==> src/rtl/pll_seq_pkg.sv <==
// pll_seq_pkg: shared state encoding and FDA delay-word field layout for the PLL lock sequencer
package pll_seq_pkg;
    typedef enum logic [2:0] {IDLE, RST, WAIT_LOCK, STABLE, RUN, FAIL} state_t;
    localparam int FDA_NIB_W = 4;
    localparam int FDA_W = 2 * FDA_NIB_W;
    localparam int FDA_FB_LSB = FDA_NIB_W;
    localparam int FDA_REL_LSB = 0;
endpackage

==> src/rtl/pll_lock_sequencer_if.sv <==
// pll_lock_sequencer_if: valid/ready channel carrying DYNAMICDELAY updates into the sequencer
interface pll_lock_sequencer_if;
    import pll_seq_pkg::*;
    logic delay_valid;
    logic [FDA_W-1:0] delay_data;
    logic delay_ready;
    modport master (output delay_valid, output delay_data, input delay_ready);
    modport slave (input delay_valid, input delay_data, output delay_ready);
endinterface

==> src/rtl/sync_2ff.sv <==
// sync_2ff: two-flop synchronizer for a single asynchronous bit, clearing to 0 on rst
module sync_2ff (
    input logic clk,
    input logic rst,
    input logic d,
    output logic q
);
    logic meta;
    always_ff @(posedge clk) begin
        if (rst) begin
            meta <= 1'b0;
            q <= 1'b0;
        end else begin
            meta <= d;
            q <= meta;
        end
    end
endmodule

==> src/rtl/pll_lock_sequencer.sv <==
// pll_lock_sequencer: reset/lock/qualify sequencing with timeout, retry and delay updates for an SB_PLL40_2F_PAD
module pll_lock_sequencer import pll_seq_pkg::*; #(
    parameter int RESET_CYCLES = 16,
    parameter int LOCK_TIMEOUT = 50000,
    parameter int LOCK_STABLE = 256,
    parameter int MAX_RETRIES = 3,
    parameter logic [FDA_W-1:0] DELAY_INIT = 8'h00,
    parameter int CNT_W = 16
) (
    input logic clk,
    input logic rst,
    input logic en,
    pll_lock_sequencer_if.slave dif,
    input logic LOCK,
    output logic RESETB,
    output logic BYPASS,
    output logic [FDA_W-1:0] DYNAMICDELAY,
    output logic pll_ready,
    output logic fail,
    output logic lock_lost,
    output logic [1:0] retry_cnt
);
    state_t state, state_n;
    logic [CNT_W-1:0] cnt, cnt_n;
    logic [1:0] retry_n, retry_inc;
    logic [FDA_W-1:0] dly_n;
    logic lock_s, accept, lost_n, ready_q;

    sync_2ff u_sync (.clk(clk), .rst(rst), .d(LOCK), .q(lock_s));

    assign dif.delay_ready = ready_q;
    assign accept = dif.delay_valid & ready_q;
    assign retry_inc = (retry_cnt == 2'd3) ? 2'd3 : retry_cnt + 2'd1;

    always_comb begin
        state_n = state;
        retry_n = retry_cnt;
        lost_n = 1'b0;
        dly_n = accept ? dif.delay_data : DYNAMICDELAY;
        if (!en) begin
            state_n = IDLE;
            retry_n = 2'd0;
        end else begin
            case (state)
                IDLE: state_n = RST;
                RST: state_n = (cnt == '0) ? WAIT_LOCK : RST;
                WAIT_LOCK: begin
                    // a lock seen on the timeout cycle still wins
                    if (lock_s) state_n = STABLE;
                    else if (cnt == '0) begin
                        retry_n = retry_inc;
                        state_n = (32'(retry_inc) >= MAX_RETRIES) ? FAIL : RST;
                    end
                end
                STABLE: begin
                    if (!lock_s) state_n = WAIT_LOCK;
                    else if (cnt == '0) begin
                        state_n = RUN;
                        retry_n = 2'd0;
                    end
                end
                RUN: begin
                    state_n = (accept || !lock_s) ? RST : RUN;
                    lost_n = !accept && !lock_s;
                end
                FAIL: state_n = FAIL;
                default: state_n = IDLE;
            endcase
        end
        cnt_n = (cnt == '0) ? cnt : cnt - 1'b1;
        if (state_n != state)
            cnt_n = (state_n == RST) ? CNT_W'(RESET_CYCLES - 1) :
                    (state_n == WAIT_LOCK) ? CNT_W'(LOCK_TIMEOUT - 1) :
                    (state_n == STABLE) ? CNT_W'(LOCK_STABLE - 1) : '0;
    end

    always_ff @(posedge clk) begin
        if (rst) begin
            state <= IDLE;
            cnt <= '0;
            retry_cnt <= 2'd0;
            RESETB <= 1'b0;
            BYPASS <= 1'b0;
            DYNAMICDELAY <= DELAY_INIT;
            pll_ready <= 1'b0;
            fail <= 1'b0;
            lock_lost <= 1'b0;
            ready_q <= 1'b0;
        end else begin
            state <= state_n;
            cnt <= cnt_n;
            retry_cnt <= retry_n;
            RESETB <= state_n inside {WAIT_LOCK, STABLE, RUN};
            BYPASS <= state_n == FAIL;
            DYNAMICDELAY <= dly_n;
            pll_ready <= state_n == RUN;
            fail <= state_n == FAIL;
            lock_lost <= lost_n;
            ready_q <= state_n inside {IDLE, RUN};
        end
    end
endmodule

==> src/flat_wrapper.sv <==
// flat-port wrapper written by rule: the top's interface ports become plain ports
module pll_lock_sequencer_flat import pll_seq_pkg::*;
#(
    parameter int RESET_CYCLES = 16,
    parameter int LOCK_TIMEOUT = 50000,
    parameter int LOCK_STABLE = 256,
    parameter int MAX_RETRIES = 3,
    parameter logic [FDA_W-1:0] DELAY_INIT = 8'h00,
    parameter int CNT_W = 16
)
  (clk, rst, en, LOCK, RESETB, BYPASS, DYNAMICDELAY, pll_ready, fail, lock_lost, retry_cnt, dif_delay_valid, dif_delay_data, dif_delay_ready);
  pll_lock_sequencer_if dif_i ();
  input logic clk;
  input logic rst;
  input logic en;
  input logic LOCK;
  output logic RESETB;
  output logic BYPASS;
  output logic [FDA_W-1:0] DYNAMICDELAY;
  output logic pll_ready;
  output logic fail;
  output logic lock_lost;
  output logic [1:0] retry_cnt;
  input wire logic [$bits(dif_i.delay_valid)-1:0] dif_delay_valid;
  input wire logic [$bits(dif_i.delay_data)-1:0] dif_delay_data;
  output wire logic [$bits(dif_i.delay_ready)-1:0] dif_delay_ready;
  assign dif_i.delay_valid = dif_delay_valid;
  assign dif_i.delay_data = dif_delay_data;
  assign dif_delay_ready = dif_i.delay_ready;
  pll_lock_sequencer #(.RESET_CYCLES(RESET_CYCLES), .LOCK_TIMEOUT(LOCK_TIMEOUT), .LOCK_STABLE(LOCK_STABLE), .MAX_RETRIES(MAX_RETRIES), .DELAY_INIT(DELAY_INIT), .CNT_W(CNT_W)) u_core (.clk(clk), .rst(rst), .en(en), .dif(dif_i), .LOCK(LOCK), .RESETB(RESETB), .BYPASS(BYPASS), .DYNAMICDELAY(DYNAMICDELAY), .pll_ready(pll_ready), .fail(fail), .lock_lost(lock_lost), .retry_cnt(retry_cnt));
endmodule
==> config.mk <==
export PLATFORM = sky130hd
export DESIGN_NAME = pll_lock_sequencer_flat
export DESIGN_NICKNAME = d
export VERILOG_FILES = /design/src/rtl/pll_seq_pkg.sv /design/src/rtl/pll_lock_sequencer_if.sv /design/src/rtl/sync_2ff.sv /design/src/rtl/pll_lock_sequencer.sv /design/src/flat_wrapper.sv
export SDC_FILE = /design/constraint.sdc
export NUM_CORES = 1
export LEC_CHECK = 0
export ABC_AREA = 1
export CORE_UTILIZATION = 40
export DETAILED_ROUTE_END_ITERATION = 10
export PLACE_DENSITY = 0.67
export SKIP_CTS_REPAIR_TIMING = 1
export SLEW_MARGIN = 0
export SYNTH_ARGS = -nofsm -noshare
export SYNTH_HDL_FRONTEND = slang
export SYNTH_SLANG_ARGS = --single-unit
==> constraint.sdc <==
create_clock -name clk -period 2.7 [get_ports clk]
set_clock_uncertainty 0.2 [all_clocks]
set_input_delay 0.54 -clock clk [delete_from_list [all_inputs] [get_ports clk]]
set_output_delay 0.54 -clock clk [all_outputs]
set_load 0.01 [all_outputs]
# Yosys cells after proc, flatten, opt, wreduce, memory -nomap -nowiden
# Cells that the tools add are included.
[word_totals] reg_bits=36 latch_bits=0 mem_bits_rw=0 rom_bits=0 inputBits=13 output_inout_bits=16 elab_cells=67 memories=0
[classes] addsub=2 n_mul=0 n_div=0 magnitude_cmp=1 n_eq_ne=17 n_shift=0 muxes=20 bitwise_logic=3 n_reduce_logical=13
[op_table] cell="$mux W16" n=4
[op_table] cell="$mux W3" n=7
[op_table] cell="$pmux W3 S6" n=1
[op_table] cell="$logic_not A16 Y1" n=1
[op_table] cell="$sub A16 B1 Y16 const B" n=1
[op_table] cell="$eq A3 B2 Y1 const B" n=4
[op_table] cell="$eq A3 B3 Y1 const B" n=4
[op_table] cell="$mux W2" n=6
[op_table] cell="$mux W8" n=1
[op_table] cell="$eq A3 B1 Y1 const B" n=2
[op_table] cell="$logic_not A3 Y1" n=2
[op_table] cell="$ne A2 B2 Y1 const B" n=3
[op_table] cell="$reduce_and A5 Y1" n=1
[op_table] cell="$ne A2 B1 Y1 const B" n=2
[op_table] cell="$pmux W2 S2" n=1
[op_table] cell="$reduce_bool A2 Y1" n=2
[op_table] cell="$ne A3 B3 Y1" n=1
[op_table] cell="$reduce_bool A3 Y1" n=1
[op_table] cell="$reduce_or A3 Y1" n=1
[op_table] cell="$add A2 B1 Y2 const B" n=1
[op_table] cell="$eq A2 B2 Y1 const B" n=1
[op_table] cell="$ge A2 B2 Y1 const B" n=1
[op_table] cell="$logic_not A1 Y1" n=2
[op_table] cell="$not A1 Y1" n=2
[op_table] cell="4 further kinds" n=4

# Longest topological paths before layout
[depth] word_depth=13 ltp_mapped=18 depth_no_buf=18

# Hierarchy
# Synthesis repeated with hierarchy kept, for this count alone.
[unflattened] hier_cells=276 area_unflattened_um2=2038.2
[by_module_without_submodules] mod="pll_lock_sequencer" instances=1 cells_per_inst=270 area_each_um2=1983.2 seq_area_each_um2=680.7
[by_module_without_submodules] mod="sync_2ff" instances=1 cells_per_inst=6 area_each_um2=55.1 seq_area_each_um2=40.0

# Least setup slack after synthesis
# No wires, ideal clock.
[synth_timing] path_type="input-to-reg" start="input dif_delay_valid" end="register u_core.cnt[15]" setup_ps=125 arrival_time_ps=1953 required_ps=2375 path_slack_ps=422 stages=13 cell_sequence="nand2_2 > inv_2 > buf_2 > o31ai_1 > nand4_1 > nand2_2 > nand2_1 > nand2_2 > nand2_2 > nor2_8 > nand3_2 > nand2_1 > nor2_2"
[synth_between] elab_chain_cells=9 elab_cells_between_ends=12 cone_classes="eq/ne: 4; mux: 6; bitwise: 1; reduce/logical: 1"
[synth_rtl] item="from (decl)" line_no="flat_wrapper.sv:24" source="input wire logic [$bits(dif_i.delay_valid)-1:0] dif_delay_valid;"
[synth_rtl] item="$and A1 B1 Y1 (*)" line_no="pll_lock_sequencer.sv:32" source="assign accept = dif.delay_valid & ready_q;"
[synth_rtl] item="$logic_or A1 B1 Y1 (*)" line_no="pll_lock_sequencer.sv:63" source="state_n = (accept || !lock_s) ? RST : RUN;"
[synth_rtl] item="$mux W3 (*)" line_no="pll_lock_sequencer.sv:63"
[synth_rtl] item="$pmux W3 S6 (*)" line_no="pll_lock_sequencer.sv:44" source="case (state)"
[synth_rtl] item="$mux W3 (*)" line_no="pll_lock_sequencer.sv:40" source="if (!en) begin"
[synth_rtl] item="$eq A3 B2 Y1" line_no="pll_lock_sequencer.sv:73" source="(state_n == WAIT_LOCK) ? CNT_W'(LOCK_TIMEOUT - 1) :"
[synth_rtl] item="$mux W16" line_no="pll_lock_sequencer.sv:73"
[synth_rtl] item="$mux W16" line_no="pll_lock_sequencer.sv:72" source="cnt_n = (state_n == RST) ? CNT_W'(RESET_CYCLES - 1) :"
[synth_rtl] item="$mux W16" line_no="pll_lock_sequencer.sv:71" source="if (state_n != state)"
[synth_rtl] item="to (signal assigned)" line_no="pll_lock_sequencer.sv:91" source="cnt <= cnt_n;"
[synth_rtl] item="to (decl)" line_no="pll_lock_sequencer.sv:24" source="logic [CNT_W-1:0] cnt, cnt_n;"
# Mark *: on every way between the ends. The rest lies on a longest branch, timed or not.
# A chain may end at the register's enable or synchronous reset.

# Worst setup path after layout
[layout_timing] start="register u_core.cnt[0]" end="register u_core.cnt[3]"
[layout_between] elab_chain_cells=10 elab_cells_between_ends=19 cone_classes="add/sub: 1; eq/ne: 5; mux: 12; reduce/logical: 1"
[layout_rtl] item="$logic_not A16 Y1"
[layout_rtl] item="$mux W3 (on tied branches)" line_no="pll_lock_sequencer.sv:57, pll_lock_sequencer.sv:50"
[layout_rtl] item="$mux W3 (on tied branches)" line_no="pll_lock_sequencer.sv:56, pll_lock_sequencer.sv:49"
[layout_rtl] item="$pmux W3 S6" line_no="pll_lock_sequencer.sv:44"
[layout_rtl] item="$mux W3" line_no="pll_lock_sequencer.sv:40"
[layout_rtl] item="$eq A3 B2 Y1" line_no="pll_lock_sequencer.sv:74" source="(state_n == STABLE) ? CNT_W'(LOCK_STABLE - 1) : '0;"
[layout_rtl] item="$mux W8" line_no="pll_lock_sequencer.sv:74"
[layout_rtl] item="$mux W16" line_no="pll_lock_sequencer.sv:73"
[layout_rtl] item="$mux W16" line_no="pll_lock_sequencer.sv:72"
[layout_rtl] item="$mux W16" line_no="pll_lock_sequencer.sv:71"
# Parallel ways exist; a longest one is shown, timed or not. The select of a mux whose other input is x is not followed.

==> run_results.csv <==
group,metric,value,unit
floorplan,die_x,69.81,um
pwr,p_per_area,1140,nW/um^2
job,drv_cap,0,
grt,grt_start_max_net_pins,14,
place,placed_area,2202,um^2
grt,grt_pass1_vias,1556,
detailed_routing,drcViolationCount,0,
worst_setup_path,critPathMaxFanout,9,
pwr,p_sw,1168,uW
grt,antenna_found_initial,0,
pwr,irDropWorstVdd,0.3733,mV
clocking,tritoncts,"yes",
pwr,totalPowerFinal,2641,uW
pwr,power_frac_seq,29.2,%
clocking,cts-root-buf,"clkbuf_8",
timing,max_freq,411.2,MHz
detailed_routing,wl_per_cell,12.01,um
worst_setup_path,path_common_cell,"nand2_2",
synthesis,seq_area_frac_synth,39.18,%
pwr,comb_power_share,52.2,%
timing,drv_slew,0,
timing,tns,0,ns
detailed_routing,drt-vias-per-instance,4.928,
pwr,power.switching_fraction,44.21,%
synthesis,async_flop_share,0,%
floorplan,die_y,69.81,um
synthesis,syn_area_per_cell,7.185,um^2
synthesis,synth_area_leader_cell,"dfxtp_1",
synthesis,synth_edf_count,0,
floorplan,die-area,4873,um^2
timing,slew_headroom,72.72,%
pwr,pwr-share-clk,18.6,%
floorplan,io_pins,29,
worst_setup_path,critical_path_class,"reg -> reg",
worst_setup_path,path_cells,"inv_1 -> ha_1 -> nand2_2 -> nor2_4 -> nand2_4 -> nand2_2 -> nand2_1 -> nand2_1 -> nand3_2 -> nand2_2 -> nand2_2 -> nand2_4 -> inv_2 -> nor2_8 -> nand3_2 -> nand2_1 -> nor2_1",
worst_setup_path,rr_startpoint,"u_core.cnt[0]$_SDFFE_PP0P_",
detailed_routing,ant_nets,0,
synthesis,syn-num-nets,270,
final_layout,fin_area,2317,um^2
grt,grt_remaining_overflow,0,
clocking,path_clk_slew,0.08,ns
worst_setup_path,arrival,2.43,ns
worst_setup_path,startpoint_type,"flop",
final_layout,diodes,0,
final_layout,final_common_cell,"nor2_1",
grt,grt_pass1_wl,7203,um
clocking,cts_buffers,5,
detailed_routing,vias,1700,
synthesis,ys_warn_count,0,
timing,tightest_slew,0.4060,ns
clocking,clk_latency,0.30,ns
worst_setup_path,max_stage_delay,0.33,ns
worst_setup_path,worst_ep_required_time,2.70,ns
timing,fin_crit_sh,90.06,%
synthesis,synthTopCellsByArea,"dfxtp_1 (39%), nor2_1 (13%), nand2_1 (9.2%), nand2_2 (4.4%), xor2_1 (4.3%)",
place,dpl.hpwl,3090,um
timing,finalSetupViolations,0,
timing,rsz0062_at_grt,"false",
place,io_buffer_count,28,
timing,setup_slack,0.2683,ns
clocking,cts.sinks,36,
synthesis,syn-instance-count,256,
final_layout,nNetsFinal,306,
worst_setup_path,end_kind,"flop",
synthesis,synth_area,1839,um^2
pwr,power_leakage,0.001014,uW
floorplan,start_util,41.95,%
final_layout,fin_util,52.85,%
final_layout,drive_above_1_share,13.99,%
worst_setup_path,reg2regPathDepth,17,
synthesis,synth-seq-cells,36,
synthesis,yosysTopAreaCellShare,39.18,%
detailed_routing,drtIter0Drc,124,
floorplan,fp-row-count,24,
detailed_routing,drt-total-wl,4144,um
timing,hold_viol_final,0,
place,gp_congestion,0.8511,
clocking,clock_path_buffers,2,
synthesis,synthFlopType,"dfxtp_1",
place,pre_cts_slack,0.06313,ns
grt,grt_usage,18.47,%
final_layout,final_cell_mix,"nor2_1 (64), nand2_1 (45), dfxtp_1 (36)",
detailed_routing,first_pass_iters,4,
final_layout,syn_to_final_growth,25.99,%
timing,layout_min_cycle_time,2.432,ns
worst_setup_path,crit_slowest_cell,"dfxtp_1",
clocking,cts.htree.levels,2,
hold_path,hold_path.class,"reg -> reg",
synthesis,synth.distinct_cells,31,
worst_setup_path,critPathLaunch,"u_core.cnt[0]$_SDFFE_PP0P_",
outcome,status,"complete, no violations",
floorplan,core_area,4384,um^2
worst_setup_path,endpoint,"u_core.cnt[3]$_SDFFE_PP0P_",
worst_setup_path,r2r_slack,0.27,ns
pwr,cell_internal_pwr,1474,uW
worst_setup_path,worstReg2RegEnd,"u_core.cnt[3]$_SDFFE_PP0P_",
[cells in the mapped netlist, types with 2 or more instances]
cell,instances
nand2_1,45
nand3_1,9
nand2_2,13
clkbuf_1,2
nor2_2,5
xnor2_1,5
nor3_1,7
nand3_2,2
xor2_1,9
dfxtp_1,36
nor2_1,64
nand2_4,2
inv_1,15
nor2_4,2
nand4_1,9
inv_2,2
o21ai_0,10
o21a_1,2
nor4_1,2
a21oi_1,4
[worst min path at each step]
stage / start / cells past startpoint / endpoint
global route: u_core.u_sync.meta$_SDFF_PP0_ / 2 / u_core.u_sync.q$_SDFF_PP0_
floorplan: u_core.u_sync.meta$_SDFF_PP0_ / 2 / u_core.u_sync.q$_SDFF_PP0_
finish: u_core.u_sync.meta$_SDFF_PP0_ / 2 / u_core.u_sync.q$_SDFF_PP0_
detailed placement: u_core.u_sync.meta$_SDFF_PP0_ / 2 / u_core.u_sync.q$_SDFF_PP0_
CTS: u_core.u_sync.meta$_SDFF_PP0_ / 2 / u_core.u_sync.q$_SDFF_PP0_
global placement: u_core.u_sync.meta$_SDFF_PP0_ / 2 / u_core.u_sync.q$_SDFF_PP0_
[registers in the layout, indices dropped and copies added, names as in the netlist]
name                    cells
u_core.cnt                 16
u_core.DYNAMICDELAY         8
u_core.state                3
u_core.retry_cnt            2
u_core.RESETB               1
u_core.dif.delay_ready      1
u_core.fail                 1
u_core.lock_lost            1
u_core.pll_ready            1
u_core.u_sync.meta          1
u_core.u_sync.q             1
[cells by family after synthesis]
logic type	share of synthesized area [%]
compound gates	6.191
flops	39.18
xor+xnor	6.667
buf+inv	4.558
fa+ha+maj	0.6802
simple gates	42.72
[through the flow]
stage	hold WS, ns	cells
2_1_floorplan	0.1883	256
3_3_place_gp	0.1944	337
3_5_place_dp	0.2010	337
4_1_cts	0.2177	345
5_1_grt	0.2396	345
6_report	0.2144	345
[power groups by stage]
stage          Sequential (uW)  Clock (uW)  Combinational (uW)
2_1_floorplan              759           0                1080
3_3_place_gp               779           0                1370
3_5_place_dp               779           0                1360
4_1_cts                    769         501                1380
5_1_grt                    784         521                1550
6_report                   772         492                1380
[routing by layer]
layer / vias up / share of wire [%] / track usage (%) / routed length, um
met5: - / 0 / 0 / 0
met4: 0 / 1.8 / 6.667 / 73
met3: 5 / 5.0 / 4.215 / 209
met2: 44 / 46 / 29.91 / 1901
met1: 755 / 47 / 23.94 / 1960
li1: 896 / - / - / -
[critical path: cells and delay by family (launching register included)]
kind | cells | cell delay, ns
buf+inv | 2 | 0.15
fa+ha+maj | 1 | 0.19
flops | 1 | 0.33
simple gates | 14 | 1.45
[area by class of cell]
class | count | area [um^2]
Clock buffer | 5 | 68.82
Multi-Input combinational cell | 199 | 1035
Inverter | 17 | 63.81
Clock inverter | 3 | 46.29
Timing Repair Buffer | 33 | 317.8
Sequential cell | 36 | 720.7
Tap cell | 52 | 65.06
Fill cell | 428 | 2067
Power figures use the tool's default switching activity.
